## src/rtl/team_06_serial_adc_rx.sv

```systemverilog
`default_nettype none
// +--------------------------------------------------------------------------+
// | team_06_serial_adc_rx: self-clocked multi-channel serial ADC receiver     |
// | with a first-word-fall-through output FIFO and overrun reporting.         |
// | Optional TEAM_06_ADC_RX_DROP_CNT_EN adds an 8-bit saturating drop_count.  |
// | Rev 1.0                                                                   |
// +--------------------------------------------------------------------------+
module team_06_serial_adc_rx #(
    parameter int DATA_W     = 8,
    parameter int CLK_DIV    = 4,
    parameter int NUM_CH     = 2,
    parameter int MSB_FIRST  = 1,
    parameter int FIFO_DEPTH = 4,
    localparam int CH_W      = (NUM_CH > 1) ? $clog2(NUM_CH) : 1,
    localparam int PTR_W     = $clog2(FIFO_DEPTH),
    localparam int CNT_W     = PTR_W + 1
) (
    input  logic              clk,
    input  logic              rst,
    input  logic              en,
    input  logic              adc_serial_in,
    output logic              sclk,
    output logic [CH_W-1:0]   ch_sel,
    output logic              frame_done,
    output logic [DATA_W-1:0] out_data,
    output logic [CH_W-1:0]   out_ch,
    output logic              out_valid,
    input  logic              out_ready,
    output logic [CNT_W-1:0]  fifo_count,
    output logic              overrun,
    input  logic              clr_overrun
`ifdef TEAM_06_ADC_RX_DROP_CNT_EN
    ,
    output logic [7:0]        drop_count
`endif
);

    localparam int DIV_W = $clog2(CLK_DIV);
    localparam int BIT_W = $clog2(DATA_W);

    logic [DIV_W-1:0]  div_cnt;
    logic              sclk_prev;
    logic [BIT_W-1:0]  bit_cnt;
    logic              adv_pending;
    // Only the DATA_W-1 earlier bits are stored; the current bit completes the word.
    logic [DATA_W-2:0] shift;
    logic [DATA_W-2:0] shift_next;
    logic [DATA_W-1:0] word;
    logic              rise;
    logic              fall;
    logic              push;

    logic [DATA_W-1:0] mem_data [FIFO_DEPTH];
    logic [CH_W-1:0]   mem_ch   [FIFO_DEPTH];
    logic [PTR_W-1:0]  wr_ptr;
    logic [PTR_W-1:0]  rd_ptr;
    logic              full;
    logic              pop;
    logic              wr_en;
    logic              drop;

    assign rise = sclk & ~sclk_prev;
    assign fall = ~sclk & sclk_prev;
    assign push = en & rise & (bit_cnt == BIT_W'(DATA_W - 1));

    generate
        if (MSB_FIRST != 0) begin : g_msb_first
            assign word       = {shift, adc_serial_in};
            assign shift_next = word[DATA_W-2:0];
        end else begin : g_lsb_first
            assign word       = {adc_serial_in, shift};
            assign shift_next = word[DATA_W-1:1];
        end
    endgenerate

    always_ff @(posedge clk) begin
        if (rst) begin
            div_cnt     <= '0;
            sclk        <= 1'b0;
            sclk_prev   <= 1'b0;
            bit_cnt     <= '0;
            shift       <= '0;
            ch_sel      <= '0;
            adv_pending <= 1'b0;
            frame_done  <= 1'b0;
        end else begin
            sclk_prev  <= sclk;
            frame_done <= push;
            if (!en) begin
                div_cnt     <= '0;
                sclk        <= 1'b0;
                bit_cnt     <= '0;
                ch_sel      <= '0;
                adv_pending <= 1'b0;
            end else begin
                if (div_cnt == DIV_W'(CLK_DIV - 1)) begin
                    div_cnt <= '0;
                    sclk    <= ~sclk;
                end else begin
                    div_cnt <= div_cnt + 1'b1;
                end
                if (rise) begin
                    shift   <= shift_next;
                    bit_cnt <= push ? '0 : bit_cnt + 1'b1;
                end
                // Channel moves on the falling edge after a word, so the tag
                // pushed with the word is the channel it was framed under.
                if (push) begin
                    adv_pending <= 1'b1;
                end else if (fall && adv_pending) begin
                    adv_pending <= 1'b0;
                    ch_sel      <= (ch_sel == CH_W'(NUM_CH - 1)) ? '0 : ch_sel + 1'b1;
                end
            end
        end
    end

    assign out_valid = (fifo_count != '0);
    assign full      = (fifo_count == CNT_W'(FIFO_DEPTH));
    assign pop       = out_valid & out_ready;
    assign wr_en     = push & (~full | pop);
    assign drop      = push & full & ~pop;
    assign out_data  = out_valid ? mem_data[rd_ptr] : '0;
    assign out_ch    = out_valid ? mem_ch[rd_ptr] : '0;

    always_ff @(posedge clk) begin
        if (wr_en) begin
            mem_data[wr_ptr] <= word;
            mem_ch[wr_ptr]   <= ch_sel;
        end
    end

    always_ff @(posedge clk) begin
        if (rst) begin
            wr_ptr     <= '0;
            rd_ptr     <= '0;
            fifo_count <= '0;
            overrun    <= 1'b0;
        end else begin
            if (wr_en) begin
                wr_ptr <= wr_ptr + 1'b1;
            end
            if (pop) begin
                rd_ptr <= rd_ptr + 1'b1;
            end
            fifo_count <= fifo_count + CNT_W'(wr_en) - CNT_W'(pop);
            if (drop) begin
                overrun <= 1'b1;
            end else if (clr_overrun) begin
                overrun <= 1'b0;
            end
        end
    end

`ifdef TEAM_06_ADC_RX_DROP_CNT_EN
    always_ff @(posedge clk) begin
        if (rst) begin
            drop_count <= '0;
        end else if (clr_overrun) begin
            drop_count <= drop ? 8'd1 : 8'd0;
        end else if (drop && (drop_count != 8'hFF)) begin
            drop_count <= drop_count + 8'd1;
        end
    end
`endif

endmodule
`default_nettype wire

```

## config.mk

```make
export PLATFORM = sky130hd
export DESIGN_NAME = team_06_serial_adc_rx
export DESIGN_NICKNAME = d
export VERILOG_FILES = /design/src/rtl/team_06_serial_adc_rx.sv
export SDC_FILE = /design/constraint.sdc
export NUM_CORES = 1
export LEC_CHECK = 0
export BUFFER_PORTS_ARGS = -buffer_cell sky130_fd_sc_hd__buf_2
export CAP_MARGIN = 5
export CORE_UTILIZATION = 35
export CTS_CLUSTER_DIAMETER = 200
export DETAILED_ROUTE_END_ITERATION = 7
export PLACE_DENSITY = 0.52
export RECOVER_POWER = 50
export SYNTH_ARGS = -nofsm -noshare
export SYNTH_HDL_FRONTEND = slang
export SYNTH_SLANG_ARGS = --single-unit
```

## constraint.sdc

```tcl
create_clock -name clk -period 2.05 [get_ports clk]
set_input_delay 0.205 -clock clk [delete_from_list [all_inputs] [get_ports clk]]
set_output_delay 0.205 -clock clk [all_outputs]
set_load 0.01 [all_outputs]
```

==> results of run 1 <==
[flip-flops by register name, summed over array words and instances, names as in the netlist, named ones only]
| register | count |
|---|---|
| adv_pending | 1 |
| bit_cnt | 3 |
| ch_sel | 1 |
| div_cnt | 2 |
| fifo_count | 3 |
| frame_done | 1 |
| mem_ch | 4 |
| mem_data | 32 |
| overrun | 1 |
| rd_ptr | 2 |
| sclk | 1 |
| sclk_prev | 1 |
| shift | 7 |
| wr_ptr | 2 |
[per-stage QoR]
| stage | utilization | cells | setup slack (ns) | TNS [ns] | hold WS (ns) |
|---|---|---|---|---|---|
| floorplan | - | 183 | -0.00501 | -0.00501 | 0.304 |
| global placement | 0.425 | 310 | 0.0306 | 0 | 0.421 |
| detailed placement | 0.425 | 310 | 0.0126 | 0 | 0.423 |
| CTS | 0.453 | 326 | 0.0166 | 0 | 0.101 |
| global route | 0.460 | 327 | -0.0570 | -0.109 | 0.153 |
| finish | 0.460 | 327 | 0.0161 | 0 | 0.128 |
[final cells by class]
type                       instances  area [um^2]
tap                               96          120
multi-input combinational        103          921
fill                             637         3710
clock inverter                     4         45.0
sequential                        63         1620
inverter                           9         33.8
timing repair buffer              40          269
clock buffer                      12          145
[critical path: cells and delay by family (launching register included)]
family	cells	cell delay (ns)
fa+ha+maj	5	1.18
buf+inv	2	0.10
simple gates	3	0.34
flops	1	0.35
[power by group through the flow]
| stage | combinational, mW | clock, mW | sequential, mW |
|---|---|---|---|
| 4_1_cts | 0.753 | 1.08 | 1.43 |
| 6_report | 0.821 | 1.05 | 1.44 |
| 3_5_place_dp | 0.748 | 0 | 1.46 |
| 5_1_grt | 0.919 | 1.13 | 1.44 |
| 3_3_place_gp | 0.745 | 0 | 1.46 |
| 2_1_floorplan | 0.452 | 0 | 1.46 |
[cell usage after synthesis (2+ instances only)]
library cell and n:
or3_1 3, nand2b_1 3, edfxtp_1 36, nand3b_1 4, dfxtp_1 27, inv_1 9
clkbuf_1 4, nand2_1 12, o31ai_1 2, and2_1 4, xnor2_1 3, nor2b_1 13
nand3_1 7, mux4_2 9, nor3_1 2, a21oi_1 14, xor2_1 2, o21ai_0 3
nor2_1 7, buf_2 2, ha_1 9
[layer usage]
layer	vias to the layer above	share of wire
li1	744	-
met1	689	0.48
met2	22	0.46
met3	8	0.033
met4	0	0.023
met5	-	0
[kinds of logic (layout without fill, tap and decap cells)]
family                   after synthesis  after routing  share of synthesized area
XOR/XNOR                               5              5                     0.0174
flip-flops                            63             63                      0.645
AO/OA/AOI/OAI                         19             19                     0.0398
multiplexers                           9              9                     0.0806
adder cells (fa/ha/maj)               10             10                     0.0527
AND/OR/NAND/NOR                       60             60                      0.137
buffers and inverters                 17             65                     0.0279
[worst min-delay path by stage]
stage | startpoint | end | slack, ns | cells after the start
after floorplan | adc_serial_in | mem_data[0][0] | 0.30 | 0
after CTS | adc_serial_in | mem_data[2][0] | 0.10 | 1
after global placement | div_cnt[0] | div_cnt[0] | 0.42 | 1
final | clr_overrun | overrun | 0.13 | 3
after global routing | clr_overrun | overrun | 0.15 | 3
after detailed placement | div_cnt[0] | div_cnt[0] | 0.42 | 1
[repair_timing]
| item | CTS | global route |
|---|---|---|
| hold buffers | 0 | 0 |
| resized for setup | 0 | 7 |
| pin swaps | 1 | 1 |
| buffers inserted | 0 | 1 |
| endpoints found under the setup margin | 1 | 2 |
==> run summary, run 1 <==
IO Pins - 23
CTS Buf Count - 9
total grt overflow - 0
Remaining DRCs - 0
drt wl/cell - 13.6 um
number of synthesized flops with an enable pin - 36
Post-synth ARST share - 0
PnR Total Power - 3.31 mW
Mean Syn Cell Area - 13.7 um^2
met3 Track Usage GR - 0.0419
Post-DP HPWL - 2870 um
leak pwr - 1.12 nW
CTS tree - done
worst setup path class - reg2reg
Max-cap violations - 0
Hold Crit Class - in2reg
Final Skew - 0.00652 ns
Area contributors post-synth - edfxtp_1, dfxtp_1, mux4_2
fin crit share - 0.992
initial antenna violation count - 0
fmax - 492 MHz
fin nets - 242
register area share after synthesis - 0.645
Worst Setup SP - bit_cnt[1]
Hold Fails Final Rpt - 0
critical path endpoint - fifo_count[1]
unrepaired setup endpoints after global routing - yes
Worst R2R Setup Slack - 0.02 ns
All-Layer GR Usage - 0.129
min Tclk post-route - 2.03 ns
crit path launch type - flop
syn_nets - 199
Max Fanout on Critical Path - 2
Worst setup EP type - flop
CTS Root Cell - clkbuf_8
#FFs+latches synth - 63
max incr delay on CP - 0.51 ns
port bufs - 22
crit path cell chain - ha_4 > ha_4 > nand4b_4 > nor2_4 > inv_2 > ha_4 > inv_2 > ha_4 > fa_2 > nor2b_4
Post-Route WL - 4450 um
Ant. Diodes - 0
max-slew violation count - 0
Register-to-Register Path Depth - 10
Die X - 86.8 um
most frequent cells in the layout - edfxtp_1, dfxtp_1, buf_2
Final Setup Violations - 0
CP required - 2.33 ns
CTS Sinks - 63
final antenna-violating net count - 0
combinational power share - 0.248
GP Congestion - 0.680
P_sw - 0.926 mW
Reg clk slew, reported paths - 0.07 ns
Pint - 2.38 mW
met2 Use GR - 0.201
dpl cell area - 2920 um^2
Skew-Pair Late Insertion Delay - 0.34 ns
launching point of the worst reg2reg path - bit_cnt[1]
Post-Syn Area - 2510 um^2
Worst Tran Pin Value - 0.441 ns
Synth Warn # - 0
Synth area leader - edfxtp_1
1st-iter DRT viols - 53
distinct cell type count after synthesis - 29
prevailing post-synth register cell - edfxtp_1
sw frac - 0.280
gr busiest metal - met2
most common cell after layout, fill and taps aside - edfxtp_1
Slowest cell on crit path - fa_2
largest net degree at the start of global routing - 21
total die area - 7530 um^2
Rows - 30
grt met1 use - 0.153
chip height - 86.8 um
vias in the first global route - 1,424
sequential share of power - 0.435
TritonRoute pass-1 iters - 4
Reg-to-Reg End - fifo_count[1]
status - finished clean
pwr dens - 1050 nW/um^2
share of cells above drive strength 1 - 0.333
share of the synthesized area in the top cell type - 0.430
first-pass GRT wire length - 6870 um
number of H-tree levels - 3
most frequent CP cell - ha_4
DR vias - 1,463
vias per inst - 4.47
initial core utilization - 0.366
Clock Power Share - 0.317
Max-slew headroom - 0.705
clk buf depth - 2
core area - 6870 um^2
Layout area overhead - 25.6%
Post-Synthesis Cells - 183
post-route cell area - 3160 um^2
worst path arrival time - 2.31 ns
maximum vdd drop - 336 uV
No activity file was read; power rests on OpenSTA's default activity.
==> inputs of run 2 (changes only) <==
--- a/config.mk
+++ b/config.mk
@@ -12,6 +12,7 @@
 export DETAILED_ROUTE_END_ITERATION = 7
 export PLACE_DENSITY = 0.52
 export RECOVER_POWER = 50
+export REMOVE_ABC_BUFFERS = 1
 export SYNTH_ARGS = -nofsm -noshare
 export SYNTH_HDL_FRONTEND = slang
 export SYNTH_SLANG_ARGS = --single-unit
==> run summary, run 2 (synthesized netlist as in run 1, its figures left out) <==
Final Skew - 0.00726 ns
Final Setup Violations - 0
worst setup path class - reg2reg
vias in the first global route - 1,442
Rows - 30
max FFs per register - 32
Die X - 86.8 um
CTS tree - done
share of cells above drive strength 1 - 0.283
Max-slew headroom - 0.710
Max-cap violations - 0
Post-Route WL - 4380 um
post-route cell area - 3100 um^2
fin crit share - 0.988
Worst Tran Pin Value - 0.435 ns
Post-DP HPWL - 2830 um
Reg clk slew, reported paths - 0.07 ns
min Tclk post-route - 2.03 ns
Skew-Pair Late Insertion Delay - 0.33 ns
core area - 6870 um^2
maximum vdd drop - 312 uV
CP required - 2.26 ns
crit path launch type - flop
total grt overflow - 0
biggest regs - mem_data x32, shift x7, mem_ch x4
DR vias - 1,470
leak pwr - 1.09 nW
IO Pins - 23
number of H-tree levels - 3
GP Congestion - 0.723
Hold Crit Class - in2reg
unrepaired setup endpoints after global routing - yes
pre-CTS WS - -0.113 ns
1st-iter DRT viols - 68
first-pass GRT wire length - 7120 um
most common cell after layout, fill and taps aside - edfxtp_1
final antenna-violating net count - 0
initial core utilization - 0.366
dpl cell area - 2860 um^2
worst path arrival time - 2.24 ns
port bufs - 22
All-Layer GR Usage - 0.133
Layout area overhead - 23.3%
largest register by flop count - mem_data
hold_buf cts - 0
max-slew violation count - 0
Remaining DRCs - 0
TritonRoute pass-1 iters - 4
pwr dens - 1020 nW/um^2
CTS Sinks - 63
CTS Root Cell - clkbuf_8
fmax - 494 MHz
Final WS setup - 0.0245 ns
status - finished clean
total die area - 7530 um^2
clk buf depth - 2
vias per inst - 4.51
Max Fanout on Critical Path - 2
chip height - 86.8 um
fin nets - 241
Ant. Diodes - 0
largest net degree at the start of global routing - 21
most frequent cells in the layout - edfxtp_1, dfxtp_1, buf_2
drt wl/cell - 13.4 um
initial antenna violation count - 0
CTS Buf Count - 9
Hold Fails Final Rpt - 0
Worst setup EP type - flop
[run 2: worst paths after layout]
check | slack, ns | endpoint | cells after the start | start
worst max-delay path | 0.02 | fifo_count[1] | 10 | bit_cnt[0]
worst min-delay path | 0.13 | overrun | 3 | clr_overrun
worst max register to register | 0.02 | fifo_count[1] | 10 | bit_cnt[0]
worst min register to register | 0.44 | div_cnt[0] | 1 | div_cnt[0]
[run 2: area by class of cell]
cell class | instances | area, um^2
Clock inverter | 4 | 45.0
Multi-Input combinational cell | 103 | 878
Sequential cell | 63 | 1620
Fill cell | 636 | 3770
Tap cell | 96 | 120
Clock buffer | 12 | 145
Timing Repair Buffer | 39 | 255
Inverter | 9 | 33.8
[run 2: routing by layer]
metal,global-route usage,wire [um],vias to the layer above
met1,0.162,2080,682
met3,0.0343,158,11
met4,0.0864,114,0
met5,0,0,-
met2,0.208,2030,35
li1,-,-,742
[run 2: critical path: stages, from the launching register on]
cell and delay [ns]:
dfxtp_2 0.35, ha_4 0.14, ha_4 0.13, nand4b_4 0.11, nor2_4 0.09, inv_1 0.04, ha_1 0.26, inv_1 0.06
ha_2 0.17, fa_2 0.42, nor2b_1 0.13
[run 2: timing repair]
action                                  CTS  global route
endpoints found under the setup margin    2             2
pin swaps                                 6             3
gates resized for setup                  10             2
setup buffers                             0             0
endpoints found under the hold margin     0             0
[run 2: power by group]
group / switching, mW / internal (mW)
logic: 0.359 / 0.343
registers: 0.0633 / 1.38
clock network: 0.447 / 0.589
[run 2: through the flow]
stage | utilization | TNS [ns] | hold slack (ns) | std cells | power, mW
floorplan | - | -0.356 | 0.274 | 175 | 1.87
global placement | 0.417 | -0.144 | 0.416 | 310 | 2.16
detailed placement | 0.417 | -0.210 | 0.421 | 310 | 2.17
CTS | 0.451 | -0.0285 | 0.110 | 326 | 3.23
global route | 0.452 | -0.110 | 0.166 | 326 | 3.36
finish | 0.452 | 0 | 0.128 | 326 | 3.18
